$ cat config.mk
export PLATFORM = sky130hd
export DESIGN_NAME = elevator_floor_ctrl_flat
export DESIGN_NICKNAME = d
export VERILOG_FILES = /design/src/rtl/elevator_floor_ctrl_if.sv /design/src/rtl/elevator_floor_ctrl.sv /design/src/flat_wrapper.sv
export SDC_FILE = /design/constraint.sdc
export NUM_CORES = 1
export LEC_CHECK = 0
export BUFFER_PORTS_ARGS = -buffer_cell sky130_fd_sc_hd__buf_2
export CAP_MARGIN = 15
export CELL_PAD_IN_SITES_DETAIL_PLACEMENT = 2
export CELL_PAD_IN_SITES_GLOBAL_PLACEMENT = 2
export CORE_ASPECT_RATIO = 1.75
export CORE_MARGIN = 8
export CORE_UTILIZATION = 34
export CTS_CLUSTER_SIZE = 30
export DETAILED_ROUTE_END_ITERATION = 10
export PLACE_DENSITY_LB_ADDON = 0.1
export SLEW_MARGIN = 40
export SYNTH_ARGS = -nofsm -noshare
export SYNTH_HDL_FRONTEND = slang
export SYNTH_SLANG_ARGS = --single-unit
export TNS_END_PERCENT = 100
$ cat constraint.sdc
create_clock -name clk -period 2.73 [get_ports clk]
set_input_delay 0.546 -clock clk [delete_from_list [all_inputs] [get_ports clk]]
set_output_delay 0.546 -clock clk [all_outputs]
set_load 0.1 [all_outputs]
$ cat src/rtl/elevator_floor_ctrl_if.sv
// rtl/elevator_floor_ctrl_if.sv - call buttons in, car position and status out
interface elevator_floor_ctrl_if #(
  parameter int N_FLOORS = 5
);
  logic [N_FLOORS-1:0] call;
  logic [2:0]          floor;
  logic [1:0]          status;
  logic                door_open;
  logic [N_FLOORS-1:0] req_pending;

  // button panel / display side
  modport master (
    output call,
    input  floor, status, door_open, req_pending
  );

  // controller side
  modport slave (
    input  call,
    output floor, status, door_open, req_pending
  );
endinterface

$ cat src/rtl/elevator_floor_ctrl.sv
// rtl/elevator_floor_ctrl.sv - elevator car position and sweep scheduling controller
module elevator_floor_ctrl #(
  parameter int N_FLOORS   = 5,
  parameter int MOVE_TICKS = 4,
  parameter int DOOR_TICKS = 3
) (
  input  logic                 clk,
  input  logic                 reset,
  elevator_floor_ctrl_if.slave bus
);

  localparam int MAX_TICKS = (MOVE_TICKS > DOOR_TICKS) ? MOVE_TICKS : DOOR_TICKS;
  localparam int TW        = $clog2(MAX_TICKS + 1);

  // encoding doubles as the status output
  typedef enum logic [1:0] {
    IDLE      = 2'b00,
    MOVE_UP   = 2'b01,
    MOVE_DOWN = 2'b10,
    DOOR      = 2'b11
  } state_t;

  state_t              state, state_nxt;
  logic [2:0]          cur_floor, floor_nxt;
  logic [TW-1:0]       timer, timer_nxt;
  logic [N_FLOORS-1:0] req, req_nxt;
  logic                last_down, last_down_nxt;

  logic ahead_up, ahead_dn, req_here, req_up1, req_dn1;
  logic go_up, go_dn;

  // decode the registered request set relative to the current floor
  always_comb begin
    ahead_up = 1'b0;
    ahead_dn = 1'b0;
    req_here = 1'b0;
    req_up1  = 1'b0;
    req_dn1  = 1'b0;
    for (int i = 0; i < N_FLOORS; i++) begin
      if (3'(i) > cur_floor)             ahead_up = ahead_up | req[i];
      if (3'(i) < cur_floor)             ahead_dn = ahead_dn | req[i];
      if (3'(i) == cur_floor)            req_here = req[i];
      if (3'(i) == cur_floor + 3'd1)     req_up1  = req[i];
      if (3'(i) == cur_floor - 3'd1)     req_dn1  = req[i];
    end
    // keep sweeping in the last direction; only turn around when nothing lies ahead
    go_up = last_down ? (ahead_up && !ahead_dn) : ahead_up;
    go_dn = last_down ? ahead_dn : (ahead_dn && !ahead_up);
  end

  // next-state, floor stepping, timer and request latching
  always_comb begin
    state_nxt     = state;
    floor_nxt     = cur_floor;
    timer_nxt     = timer + TW'(1);
    last_down_nxt = last_down;
    req_nxt       = req | bus.call;

    case (state)
      IDLE: begin
        timer_nxt = '0;
        if (req_here) begin
          state_nxt = DOOR;
        end else if (go_up) begin
          state_nxt     = MOVE_UP;
          last_down_nxt = 1'b0;
        end else if (go_dn) begin
          state_nxt     = MOVE_DOWN;
          last_down_nxt = 1'b1;
        end
      end
      MOVE_UP: begin
        if (timer == TW'(MOVE_TICKS - 1)) begin
          floor_nxt = cur_floor + 3'd1;
          timer_nxt = '0;
          if (req_up1) state_nxt = DOOR;
        end
      end
      MOVE_DOWN: begin
        if (timer == TW'(MOVE_TICKS - 1)) begin
          floor_nxt = cur_floor - 3'd1;
          timer_nxt = '0;
          if (req_dn1) state_nxt = DOOR;
        end
      end
      DOOR: begin
        // req at this floor is always clear here, so only ahead() matters
        if (timer == TW'(DOOR_TICKS - 1)) begin
          if (go_up) begin
            state_nxt     = MOVE_UP;
            last_down_nxt = 1'b0;
          end else if (go_dn) begin
            state_nxt     = MOVE_DOWN;
            last_down_nxt = 1'b1;
          end else begin
            state_nxt = IDLE;
          end
        end
      end
      default: state_nxt = IDLE;
    endcase

    if (state_nxt != state) timer_nxt = '0;

    // serving a floor absorbs its request, including calls pressed while the door is open
    if (state_nxt == DOOR || state == DOOR) begin
      for (int i = 0; i < N_FLOORS; i++) begin
        if (3'(i) == floor_nxt) req_nxt[i] = 1'b0;
      end
    end
  end

  // state register with synchronous reset
  always_ff @(posedge clk) begin
    if (reset) begin
      state     <= IDLE;
      cur_floor <= '0;
      timer     <= '0;
      req       <= '0;
      last_down <= 1'b0;
    end else begin
      state     <= state_nxt;
      cur_floor <= floor_nxt;
      timer     <= timer_nxt;
      req       <= req_nxt;
      last_down <= last_down_nxt;
    end
  end

  assign bus.floor       = cur_floor;
  assign bus.status      = state;
  assign bus.door_open   = (state == DOOR);
  assign bus.req_pending = req;

endmodule
$ cat src/flat_wrapper.sv
// flat-port wrapper written by rule: the top's interface ports become plain ports
module elevator_floor_ctrl_flat 
#(
  parameter int N_FLOORS   = 5,
  parameter int MOVE_TICKS = 4,
  parameter int DOOR_TICKS = 3
)
  (clk, reset, bus_call, bus_floor, bus_status, bus_door_open, bus_req_pending);
  elevator_floor_ctrl_if #(.N_FLOORS(N_FLOORS)) bus_i ();
  input  logic clk;
  input  logic reset;
  input wire logic [$bits(bus_i.call)-1:0] bus_call;
  output wire logic [$bits(bus_i.floor)-1:0] bus_floor;
  output wire logic [$bits(bus_i.status)-1:0] bus_status;
  output wire logic [$bits(bus_i.door_open)-1:0] bus_door_open;
  output wire logic [$bits(bus_i.req_pending)-1:0] bus_req_pending;
  assign bus_i.call = bus_call;
  assign bus_floor = bus_i.floor;
  assign bus_status = bus_i.status;
  assign bus_door_open = bus_i.door_open;
  assign bus_req_pending = bus_i.req_pending;
  elevator_floor_ctrl #(.N_FLOORS(N_FLOORS), .MOVE_TICKS(MOVE_TICKS), .DOOR_TICKS(DOOR_TICKS)) u_core (.clk(clk), .reset(reset), .bus(bus_i));
endmodule
==> metrics <==
crit start category register; Cell Rows 30; WL final 4.53 mm; Initial Utilization 34.8%; dominant cell type by count on the critical path sky130_fd_sc_hd__a221o_1; Static Leakage 0.000606 µW; remaining antenna violation count after routing 0; number of sinks handled by clock tree synthesis 14; Final TNS setup 0 ps; share of synthesized registers carrying an async set or reset 0%; CTS Hold Buffers Added 0; placeable core area 0.00379 mm²; sum of buffers and inverters on the critical path 1; I/O Buffers 17; result of the run completed; Die X-Extent 63.1 µm; total setup violations reported at the end of the flow 0; post-detail-place hpwl 3.62 mm; final estimated routing congestion in global placement 0.923; largest cells by area after synthesis sky130_fd_sc_hd__dfxtp_1 21%, sky130_fd_sc_hd__ha_1 14%, sky130_fd_sc_hd__a21oi_1 4.9%; library cell used as clock root buffer sky130_fd_sc_hd__clkbuf_8; initial antenna violation count 0; primary flip-flop cell chosen by synthesis mapping sky130_fd_sc_hd__dfxtp_1; slew of the pin with the lowest slew margin 545 ps; type of the tightest min-delay check register to register; layout-stage area growth over the synthesis result 15.5%; kind of cell adding the most delay to the critical path compound AO/OA/AOI/OAI gates; gr usage total 14.8%; relative slew slack 63.6%; proportion of synthesized chip area in sequential cells 21.2%; First DRT Iteration DRCs 32; total non-filler cell area in the finished layout 0.00153 mm²; Final Hold Fails 0; fin nets 200; Die Area 0.00621 mm²; diode insertion count for antenna repair 0; power density normalized to cell area 806 mW/mm²; remaining global-route overflow 0; pin count of the biggest net entering global routing 15; number of flops mapped to enable cells by yosys 0; WP data required 2840 ps; worst vdd ir 0.617 mV; number of maximum-capacitance violations 0; Final Max Slew Viols 0; total standard cell area after synthesis 0.00132 mm²; I/O pin count 18; Max Root-Sink Buffers 2; most area-hungry cell type in the Yosys netlist sky130_fd_sc_hd__dfxtp_1; Fin Clk Skew 4.12 ps; number of nets produced by synthesis 182; number of DRC violations after detailed routing 0; global-route wire length before repair 7.52 mm; number of levels the H-tree was split into 1; first-pass iteration count of the detailed router 4; worst-path cell with the longest stage delay sky130_fd_sc_hd__dfxtp_4; Cell Area, Placed 0.00146 mm²; Skew-Pair Late Insertion Delay 250 ps; share of post-route cells with drive strength above 1 23.2%; clock tree from TritonCTS done; data arrival time of the critical path 2690 ps; time the worst path needs with I/O delays and setup 2570 ps; series of cell instances along the critical path inv_1 > ha_1 > nand3b_1 > a221o_1 > a221o_1 > o211ai_2 > o2111ai_2 > a21oi_2 > a311oi_1; post-synthesis area per instance 8.25 µm²; DR WL/cell 20.1 µm; Die Y 98.4 µm; Yosys warning count 0; per-cell via count in the routed design 5.87; Synth Register Bits 14; clock-pin slew reported for the worst setup and hold paths after clock tree synthesis 60 ps; number of instances in the synthesized netlist 160; post-route worst hold slack 462 ps; crit share post-route 94.2%; maximum clock rate 389 MHz; via count of the first global-routing pass 1,523; type of element capturing the critical path register; post-synthesis cell type count 50; critical path fanouts, max 13; unrepaired setup endpoints after global routing no; longest individual stage delay on the worst path 430 ps; Setup Crit Path Kind register to register; total via count after detailed routing 1,320; post-synth top area share 21.2%; number of buffers created by CTS 3
worst paths after layout:
kind,cells after the start,from,to,slack [ps]
worst min-delay path,1,u_core.timer[0]$_SDFF_PP0_,u_core.timer[0]$_SDFF_PP0_,460
worst min register to register,1,u_core.timer[0]$_SDFF_PP0_,u_core.timer[0]$_SDFF_PP0_,460
worst max-delay path,9,u_core.bus.floor[0]$_SDFF_PP0_,u_core.bus.req_pending[2]$_SDFF_PP0_,160
worst max register to register,9,u_core.bus.floor[0]$_SDFF_PP0_,u_core.bus.req_pending[2]$_SDFF_PP0_,160
layer usage:
metal / GRT usage (%) / vias to the layer above / wire length (µm)
met2: 30.0 / 18 / 2580
li1: - / 628 / -
met3: 2.39 / 9 / 108
met4: 4.77 / 0 / 76
met5: 0 / - / 0
met1: 14.3 / 665 / 1770
power by group:
| part | switching, µW | internal, µW |
|---|---|---|
| registers | 67.2 | 237 |
| logic | 495 | 222 |
| clock network | 80.6 | 128 |
flip-flops by register name, summed over array words and instances (netlist names):
register                cells
u_core.bus.floor            3
u_core.last_down            1
u_core.timer                3
u_core.bus.req_pending      5
u_core.bus.status           2
cells in the final DEF, fill, tap and decap left out, drive strengths merged, types with 2 or more instances in the layout:
cell,instances
a211oi,4
a21o,2
a21oi,15
a221o,6
a311oi,5
and2,3
buf,18
clkbuf,4
dfxtp,14
ha,15
inv,15
nand2,11
nand2b,3
nand3,3
nand3b,2
nor2,14
nor2b,2
nor3,4
nor4,3
o211ai,2
o21a,3
o21ai,8
o221a,2
or3,2
xor2,2
Yosys cell counts, drive strengths merged (4+ instances only):
cell type / count
a21oi: 15
ha: 15
inv: 15
dfxtp: 14
nor2: 14
nand2: 11
o21ai: 8
a221o: 6
a311oi: 5
a211oi: 4
buf: 4
nor3: 4
per-stage QoR:
stage	utilization (%)	power, µW	setup WS, ps	std cells
after floorplan	-	858	73.6	160
after global placement	38.5	1010	235	221
after detailed placement	38.5	1020	93.9	221
after CTS	40.0	1240	74.4	225
after global routing	40.2	1310	26.5	225
final	40.2	1230	158	225
layout make-up:
class,instances,area (µm²)
fill,436,2270
multi-input combinational,126,973
sequential,14,288
timing repair buffer,18,92.6
tap,48,60.1
inverter,15,56.3
clock buffer,4,55.1
logic make-up (layout without fill, tap and decap cells):
group,count (synthesis),in the layout,share of synthesized area (%)
DFF,14,14,21.2
buffers and inverters,20,37,6.63
AOI/OAI and AO/OA,60,60,36.7
adders and majority gates,15,15,14.2
and+or+nand+nor,47,47,18.5
xor gates and xnor gates,3,3,1.99
muxes,1,1,0.758
what timing repair did:
| item | 4_1_cts | 5_1_grt |
|---|---|---|
| setup buffers | 0 | 0 |
| setup endpoints to repair | 0 | 4 |
| resized for setup | 0 | 3 |
Power figures use the tool's default switching activity.
